<file path="config.mk">
export PLATFORM = sky130hd
export DESIGN_NAME = if_stage
export DESIGN_NICKNAME = d
export VERILOG_FILES = /design/src/rtl/rv_pkg.sv /design/src/rtl/if_id_reg.sv /design/src/rtl/if_stage.sv
export SDC_FILE = /design/constraint.sdc
export NUM_CORES = 1
export LEC_CHECK = 0
export ABC_AREA = 1
export BUFFER_PORTS_ARGS = -buffer_cell sky130_fd_sc_hd__buf_2
export CORE_ASPECT_RATIO = 1.1
export CORE_MARGIN = 4
export CORE_UTILIZATION = 61
export DETAILED_ROUTE_END_ITERATION = 10
export PLACE_DENSITY = 0.85
export SLEW_MARGIN = 0
export SYNTH_ARGS = -nofsm -noshare
export SYNTH_HDL_FRONTEND = slang
export SYNTH_SLANG_ARGS = --single-unit
export TNS_END_PERCENT = 5
</file>
<file path="constraint.sdc">
create_clock -name i_clk -period 2.8 [get_ports i_clk]
set_input_delay 0.28 -clock i_clk [delete_from_list [all_inputs] [get_ports i_clk]]
set_output_delay 0.28 -clock i_clk [all_outputs]
set_load 0.005 [all_outputs]
</file>
<file path="src/rtl/rv_pkg.sv">
// rv_pkg: shared definitions for the RV32I pipeline front end.
//   NOP_INST      bubble encoding (addi x0,x0,0)
//   if_state_e    instruction-fetch FSM states
//   if_id_t       IF/ID pipeline register contents
//   IF_ID_BUBBLE  IF/ID contents when no real instruction is held
//   word_align()  clears the byte-offset bits of an address
package rv_pkg;

   localparam logic [31:0] NOP_INST = 32'h0000_0013;

   typedef enum logic [1:0] {
      IF_BOOT  = 2'd0,
      IF_FETCH = 2'd1,
      IF_HOLD  = 2'd2,
      IF_DRAIN = 2'd3
   } if_state_e;

   typedef struct packed {
      logic [31:0] inst;
      logic [31:0] pc;
      logic [31:0] pc4;
      logic        valid;
   } if_id_t;

   localparam if_id_t IF_ID_BUBBLE = '{inst: NOP_INST, pc: 32'h0, pc4: 32'h0, valid: 1'b0};

   function automatic logic [31:0] word_align(input logic [31:0] addr);
      return {addr[31:2], 2'b00};
   endfunction

endpackage

</file>
<file path="src/rtl/if_id_reg.sv">
// if_id_reg: IF/ID pipeline register.
//   i_clk, i_rst_n  clock, asynchronous active-low reset (resets to a bubble)
//   i_load          capture i_d at the next edge
//   i_stall         freeze the current contents (overrides i_load)
//   i_flush         replace contents with a bubble (overrides stall and load)
//   i_d / o_q       next / current IF/ID contents
module if_id_reg
   import rv_pkg::*;
(
   input  logic   i_clk,
   input  logic   i_rst_n,
   input  logic   i_load,
   input  logic   i_stall,
   input  logic   i_flush,
   input  if_id_t i_d,
   output if_id_t o_q
);

   // NOTE: clocked state is written with non-blocking assignments so every
   // register samples its inputs from the same pre-edge values.
   always_ff @(posedge i_clk or negedge i_rst_n) begin
      if (!i_rst_n) begin
         o_q <= IF_ID_BUBBLE;
      end else if (i_flush) begin
         o_q <= IF_ID_BUBBLE;
      end else if (i_load && !i_stall) begin
         o_q <= i_d;
      end
   end

endmodule

</file>
<file path="src/rtl/if_stage.sv">
// if_stage: instruction-fetch stage of the RV32I pipeline.
//   RESET_PC                first fetch address after reset
//   i_clk, i_rst_n          clock, asynchronous active-low reset
//   i_stall                 hazard-unit stall: hold IF/ID contents
//   i_redirect/_pc          EX-stage control transfer and its target
//   o_imem_req/_addr        instruction-memory request and word address
//   i_imem_ack/_rdata       memory acknowledge and fetched word
//   o_id_inst/_pc/_pc4      IF/ID instruction, PC and PC+4
//   o_id_valid              IF/ID holds a real instruction
module if_stage
   import rv_pkg::*;
#(
   parameter logic [31:0] RESET_PC = 32'h0000_0000
) (
   input  logic        i_clk,
   input  logic        i_rst_n,
   input  logic        i_stall,
   input  logic        i_redirect,
   input  logic [31:0] i_redirect_pc,
   output logic        o_imem_req,
   output logic [31:0] o_imem_addr,
   input  logic        i_imem_ack,
   input  logic [31:0] i_imem_rdata,
   output logic [31:0] o_id_inst,
   output logic [31:0] o_id_pc,
   output logic [31:0] o_id_pc4,
   output logic        o_id_valid
);

   if_state_e   state_q, state_d;
   logic [31:0] pc_q, pc_d;
   logic [31:0] hold_inst_q, hold_inst_d;
   logic [31:0] hold_pc_q, hold_pc_d;
   logic [31:0] target_q, target_d;
   logic [31:0] pc_plus4, redirect_tgt;
   logic        id_load, id_flush;
   if_id_t      id_d, id_q;

   assign pc_plus4     = pc_q + 32'd4;
   assign redirect_tgt = word_align(i_redirect_pc);

   // In DRAIN the PC still points at the wrong-path request, so the address
   // stays stable until that transaction completes.
   assign o_imem_req  = (state_q == IF_FETCH) || (state_q == IF_DRAIN);
   assign o_imem_addr = pc_q;

   // NOTE: every signal written here gets a default first, so no path through
   // the case statement can leave one unassigned and infer a latch.
   always_comb begin
      state_d     = state_q;
      pc_d        = pc_q;
      hold_inst_d = hold_inst_q;
      hold_pc_d   = hold_pc_q;
      target_d    = target_q;
      id_load     = 1'b0;
      id_flush    = 1'b0;
      id_d        = '{inst: i_imem_rdata, pc: pc_q, pc4: pc_plus4, valid: 1'b1};

      case (state_q)
         IF_BOOT: begin
            state_d = IF_FETCH;
            if (i_redirect) begin
               pc_d     = redirect_tgt;
               id_flush = 1'b1;
            end
         end

         IF_FETCH: begin
            if (i_redirect) begin
               id_flush = 1'b1;
               if (i_imem_ack) begin
                  pc_d = redirect_tgt;
               end else begin
                  // The outstanding wrong-path request must still complete.
                  target_d = redirect_tgt;
                  state_d  = IF_DRAIN;
               end
            end else if (i_imem_ack) begin
               pc_d = pc_plus4;
               if (i_stall) begin
                  // Park the word so it issues after the stall without a refetch.
                  hold_inst_d = i_imem_rdata;
                  hold_pc_d   = pc_q;
                  state_d     = IF_HOLD;
               end else begin
                  id_load = 1'b1;
               end
            end else if (!i_stall) begin
               id_flush = 1'b1;
            end
         end

         IF_HOLD: begin
            if (i_redirect) begin
               pc_d     = redirect_tgt;
               id_flush = 1'b1;
               state_d  = IF_FETCH;
            end else if (!i_stall) begin
               id_d    = '{inst: hold_inst_q, pc: hold_pc_q, pc4: hold_pc_q + 32'd4, valid: 1'b1};
               id_load = 1'b1;
               state_d = IF_FETCH;
            end
         end

         IF_DRAIN: begin
            id_flush = 1'b1;
            if (i_redirect) begin
               target_d = redirect_tgt;
            end
            if (i_imem_ack) begin
               // A redirect arriving with the stale ack is the newest target.
               pc_d    = i_redirect ? redirect_tgt : target_q;
               state_d = IF_FETCH;
            end
         end

         default: begin
            state_d = IF_BOOT;
         end
      endcase
   end

   // NOTE: the hold buffer and saved target are reset too, even though they
   // are always written before use, so simulation never propagates X.
   always_ff @(posedge i_clk or negedge i_rst_n) begin
      if (!i_rst_n) begin
         state_q     <= IF_BOOT;
         pc_q        <= RESET_PC;
         hold_inst_q <= NOP_INST;
         hold_pc_q   <= 32'h0;
         target_q    <= 32'h0;
      end else begin
         state_q     <= state_d;
         pc_q        <= pc_d;
         hold_inst_q <= hold_inst_d;
         hold_pc_q   <= hold_pc_d;
         target_q    <= target_d;
      end
   end

   if_id_reg u_if_id_reg (
      .i_clk   (i_clk),
      .i_rst_n (i_rst_n),
      .i_load  (id_load),
      .i_stall (i_stall),
      .i_flush (id_flush),
      .i_d     (id_d),
      .o_q     (id_q)
   );

   assign o_id_inst  = id_q.inst;
   assign o_id_pc    = id_q.pc;
   assign o_id_pc4   = id_q.pc4;
   assign o_id_valid = id_q.valid;

endmodule

</file>
======== Word-level counts from Yosys, hierarchy flattened ========
Cells that the tools add are included.
storage, ports and cells
  register bits after elaboration ......... 227
  input port bits ......................... 69
  output and inout bits ................... 130
  logic and storage cells ................. 67
cells by class
  reduce and logical (&&, ||, !) cells .... 11
  bitwise logic cells ..................... 1
  add/subtract/negate cells ............... 2
  equal/unequal tests ..................... 12
  multiplexer cells ....................... 32
operators by type and width
  kind                     count
  $mux W97                 5
  $mux W32                 8
  $pmux W32 S3             1
  $add A32 B3 Y32 const B  2
  $pmux W32 S2             1
  $mux W2                  7
  $ne A3 B3 Y1 const B     4
  $ne A2 B2 Y1 const B     4
  $pmux W2 S4              1
  $mux W1                  7
  $reduce_and A3 Y1        2
  $reduce_and A5 Y1        1
  $eq A2 B2 Y1 const B     2
  $reduce_and A4 Y1        1
  $reduce_bool A2 Y1       2
  $pmux W1 S3              1
  $eq A2 B1 Y1 const B     1
  $logic_not A2 Y1         1
  $ne A2 B1 Y1 const B     1
  $pmux W1 S2              1
  $reduce_or A2 Y1         1
  $logic_and A1 B1 Y1      1
  $logic_not A1 Y1         1
  $logic_or A1 B1 Y1       1
  $not A1 Y1               1

======== Longest topological paths before layout ========
  depth after elaboration ................. 7
  depth in mapped cells ................... 14
  depth with buffers taken out ............ 12

======== Hierarchy ========
From an unflattened synthesis, not the netlist that was laid out.
unflattened totals
  cells, all modules ...................... 1,760
  area total of the unflattened synthesis .. 12,777.3 sq um
by module, submodules not included
  module     sequential area each (sq um)  times used  area each (sq um)  cells an instance
  if_stage   3,256.9                       1           8,752.1            1,322
  if_id_reg  2,431.1                       1           4,025.1            438

======== Least setup slack after synthesis ========
OpenSTA, ideal clock, no wires.
  path type ............................... flip-flop to flip-flop
  start ................................... register state_q[1]
  end ..................................... register target_q[18]
  data required time ...................... 2.675 ns
  stages on the path, launching flop included .. 10
  data arrival time ....................... 1.743 ns
  buffers on the path ..................... 3
  setup time .............................. 0.125 ns
  period minus slack after synthesis ...... 1.868 ns
  setup slack ............................. 0.932 ns
  path through ............................ dfrtp_1 inv_1 ha_1 buf_4 inv_4 buf_4 nand2_1 nand3_1 buf_2 mux2_2
between the ends
  word-level cells in the longest chain between the ends .. 3
  elaborated cells on any way between the ends .. 7
  classes of those cells .................. eq/ne: 4; mux: 1; reduce/logical: 2
ends and longest elaborated chain
  what                                                                        RTL line         text
  start, declared                                                             if_stage.sv:30   if_state_e state_q, state_d;
  start signal, assigned                                                      if_stage.sv:133  state_q <= state_d;
  $eq A2 B1 Y1 / $eq A2 B2 Y1 (equally long branches)                         if_stage.sv:59   case (state_q)
  $ne A2 B2 Y1 (no source line) / $reduce_bool A2 Y1 (equally long branches)  n/a
  $reduce_and A3 Y1 (no source line)                                          n/a
  end signal, assigned                                                        if_stage.sv:137  target_q <= target_d;
  end, declared                                                               if_stage.sv:34   logic [31:0] target_q, target_d;
Several ways; a longest one is shown, not always the timed one.
A chain may end at the register's enable or synchronous reset.

======== Worst setup path after layout ========
  start ................................... register state_q[1]
  end ..................................... register pc_q[4] (netlist: o_imem_addr[4])
between the ends
  word-level cells in the longest chain between the ends .. 4
  elaborated cells on any way between the ends .. 10
  classes of those cells .................. eq/ne: 6; mux: 1; reduce/logical: 3
ends and longest elaborated chain
  what                                                     RTL line         text
  $eq A2 B2 Y1 / $logic_not A2 Y1 (equally long branches)  if_stage.sv:59
  $reduce_or A2 Y1 (no source line)                        n/a
  $ne A2 B1 Y1 (no source line)                            n/a
  $reduce_and A3 Y1 (no source line)                       n/a
  end signal, assigned                                     if_stage.sv:134  pc_q <= pc_d;
  end, declared                                            if_stage.sv:31   logic [31:0] pc_q, pc_d;
Several ways; a longest one is shown, not always the timed one.

==> out/results.ini <==
[sta]
rsz0062_at_grt = false
tns_ns = 0
hold_viol = 0
worst_pin_slew_ns = 0.902
max_freq_mhz = 391
fin_hold_ws_ns = 0.0116
period_needed_ns = 2.56
slew_viol_final = 0
setup_viol = 0
period_share = 0.914
setup_slack_ns = 0.240
finalClockSkew_ns = 0.00945
max_slew_margin = 0.398

[worst_setup_path]
criticalPathCategory = reg -> reg
cp.required_ns = 3.23
cp_slowest_cell = inv_1
cp_top_family = buffers and inverters
end_kind = flop
cp_max_fo = 36
critPathLaunchType = flop
critPathArrivalTime_ns = 2.99
max_stage_delay_ns = 0.59
crit_buf_inv = 4
crit_chain = inv_1 > ha_1 > inv_4 > buf_4 > nand2_1 > nand2_1 > o21ai_2 > inv_1 > o211ai_1 > o21ai_0

[drt]
ant_nets = 0
drt_iter0_markers = 1078
wl_per_cell_microns = 18.3
dr.pass1.iters = 8
drt_wl_total_mm = 36.5
viasPerCell = 5.78
drc = 0
via_count = 11500

[cells_and_area]
utilization = 0.724
syn_to_final_growth_pct = 16.5
seq_area_sq_um = 5640
final_nets = 1799
multi_input_area_sq_um = 5300
fillCellCount = 1519
layout-drive-gt1-share = 0.172
diodes = 0

[logic_synthesis]
synth_cell_type_count = 40
yosys_warnings = 0
synthesis.instances = 1556
synth_edf_count = 0
synth-seq-cells = 225
avgSynthCellArea_sq_um = 7.66
synthArstFlopShare = 1.00
syn-num-nets = 1631
netlist_area_sq_um = 11900
yosysSeqAreaShare = 0.473
synth_ff_type = dfrtp_1

[clocking]
clkLatencyLatePin_ns = 0.53
tritoncts = yes
htreeDepth = 1
hold_buffers = 2
clkSlewWorstSetupHoldPaths_ns = 0.06
cts_buffers = 24
cts_setup_buffers = 0
clockBufferDepth = 3
clkSinkCount = 225
cts-resized-gates = 0
clockRootBuffer = clkbuf_16

[global_routing]
grt_usage = 0.334
grt_max_degree = 149
antenna_found_initial = 0
grt_pass1_wl_mm = 58.4
grt_pass1_vias = 10900
grt_overflow = 0

[flow_run]
cap_viol_max_count = 0

[power]
power.internal_w = 0.00798
p_switching_w = 0.00589
p_leak_nw = 7.12
p_clk_frac = 0.226
ir_drop_mv = 1.18
power.density_nw_per_um2 = 1000
pwr-share-comb = 0.389
p_sw_frac = 0.425
pwr-share-seq = 0.385

[floorplanning]
initial_core_util = 0.622
dieArea_sq_um = 21800
fp.coreArea_sq_um = 19200
fp.dieW_microns = 141
ios = 199
chipHeight_microns = 155
rows = 53

[place]
dp_hpwl_mm = 26.4
port_buffers = 196
place_worst_setup_slack_ns = 0.271
globalplace.congestion = 0.987

[run_status]
status = finished clean

[worst_hold_path]
holdCritPathClass = in -> reg

power groups by stage:
stage,Combinational [W],Sequential [W],Clock (W)
final,0.00540,0.00534,0.00314
after global routing,0.00607,0.00546,0.00331
after CTS,0.00532,0.00529,0.00318
after detailed placement,0.00526,0.00533,0
after global placement,0.00510,0.00528,0
after floorplan,0.00358,0.00503,0
area by class of cell:
class                   instances  share of cell area
inverters                     139              0.0378
clock inverters                 4             0.00270
repair buffers                228              0.0953
multi-input cells            1106               0.382
flip-flops and latches        225               0.406
clock buffers                  40              0.0541
well taps                     247              0.0223
synth_stat cells, types with 4 or more instances:
cell / number / area [sq um]
nand2_1: 482 / 1810
dfrtp_1: 219 / 5480
o21ai_0: 204 / 1020
inv_1: 134 / 503
nor2_1: 103 / 387
nand3_1: 78 / 390
buf_2: 50 / 250
a21oi_1: 49 / 245
o21ai_1: 40 / 200
nand4_1: 20 / 125
clkbuf_1: 19 / 71.3
xor2_1: 18 / 158
a22o_1: 16 / 140
a22oi_1: 16 / 120
mux2_2: 14 / 158
o211ai_1: 13 / 97.6
buf_4: 10 / 75.1
nor3_1: 10 / 50.1
a221oi_1: 8 / 70.1
buf_6: 6 / 67.6
dfstp_2: 6 / 158
ha_1: 6 / 75.1
a31oi_1: 5 / 31.3
inv_2: 4 / 15.0
o21bai_1: 4 / 30.0
o22ai_1: 4 / 25.0
placed cells by master, fill, tap and decap left out, drive strengths merged:
cell         netlist  final
a211oi             1      1
a21oi             50     50
a221oi             8      8
a22o              16     16
a22oi             16     16
a31oi              5      5
buf               66    226
clkbuf            20     40
clkinv             0      3
clkinvlp           0      1
dfrtp            219    219
dfstp              6      6
dlygate4sd3        0      2
ha                 6      6
inv              139    139
mux2              14     14
mux2i              1      1
nand2            484    484
nand3             78     78
nand4             20     20
nor2             107    107
nor3              10     10
o2111ai            1      1
o211ai            14     14
o21ai            247    247
o21bai             4      4
o22ai              4      4
or2                1      1
xnor2              1      1
xor2              18     18
worst paths after layout:
check | from | to | slack (ns) | depth (start not counted)
setup / recovery | state_q[1]$_DFFE_PN0P_ | o_imem_addr[4]$_DFFE_PN0P_ | 0.24 | 10
hold / removal | i_redirect_pc[6] | target_q[6]$_DFFE_PN0P_ | 0.01 | 2
setup reg to reg | state_q[1]$_DFFE_PN0P_ | o_imem_addr[4]$_DFFE_PN0P_ | 0.24 | 10
hold reg to reg | target_q[1]$_DFFE_PN0P_ | target_q[1]$_DFFE_PN0P_ | 0.47 | 2
max in group asynchronous | i_rst_n | o_imem_addr[21]$_DFFE_PN0P_ | 1.72 | 3
min in group asynchronous | i_rst_n | u_if_id_reg.o_q[79]$_DFFE_PN0P_ | 0.29 | 2
stage by stage:
| stage | instances | total power (W) | cell area [sq um] |
|---|---|---|---|
| 2_1_floorplan | 1556 | 0.00862 | 11900 |
| 3_3_place_gp | 1943 | 0.0104 | 13100 |
| 3_5_place_dp | 1943 | 0.0106 | 13100 |
| 4_1_cts | 1989 | 0.0138 | 13900 |
| 5_1_grt | 1989 | 0.0148 | 13900 |
| 6_report | 1989 | 0.0139 | 13900 |
kinds of logic (layout without fill, tap and decap cells):
group	count (synthesis)	in the layout	synth area share
and+or+nand+nor	700	700	0.237
AOI/OAI and AO/OA	366	366	0.172
DFF	225	225	0.473
buffers and inverters	225	411	0.0834
xor gates and xnor gates	19	19	0.0140
muxes	15	15	0.0141
adders and majority gates	6	6	0.00630
routing by layer:
| layer | track usage | share of wire | vias up |
|---|---|---|---|
| li1 | - | - | 5442 |
| met5 | 0 | 0 | - |
| met4 | 0.107 | 0.032 | 0 |
| met2 | 0.551 | 0.47 | 559 |
| met3 | 0.0485 | 0.085 | 77 |
| met1 | 0.458 | 0.41 | 5424 |
state kept, by name (all words and copies together) (netlist names):
name and cells:
target_q 32, u_if_id_reg.o_q 95, hold_inst_q 32, state_q 2, hold_pc_q 32, o_imem_addr 32
(Power assumes the default switching activity.)
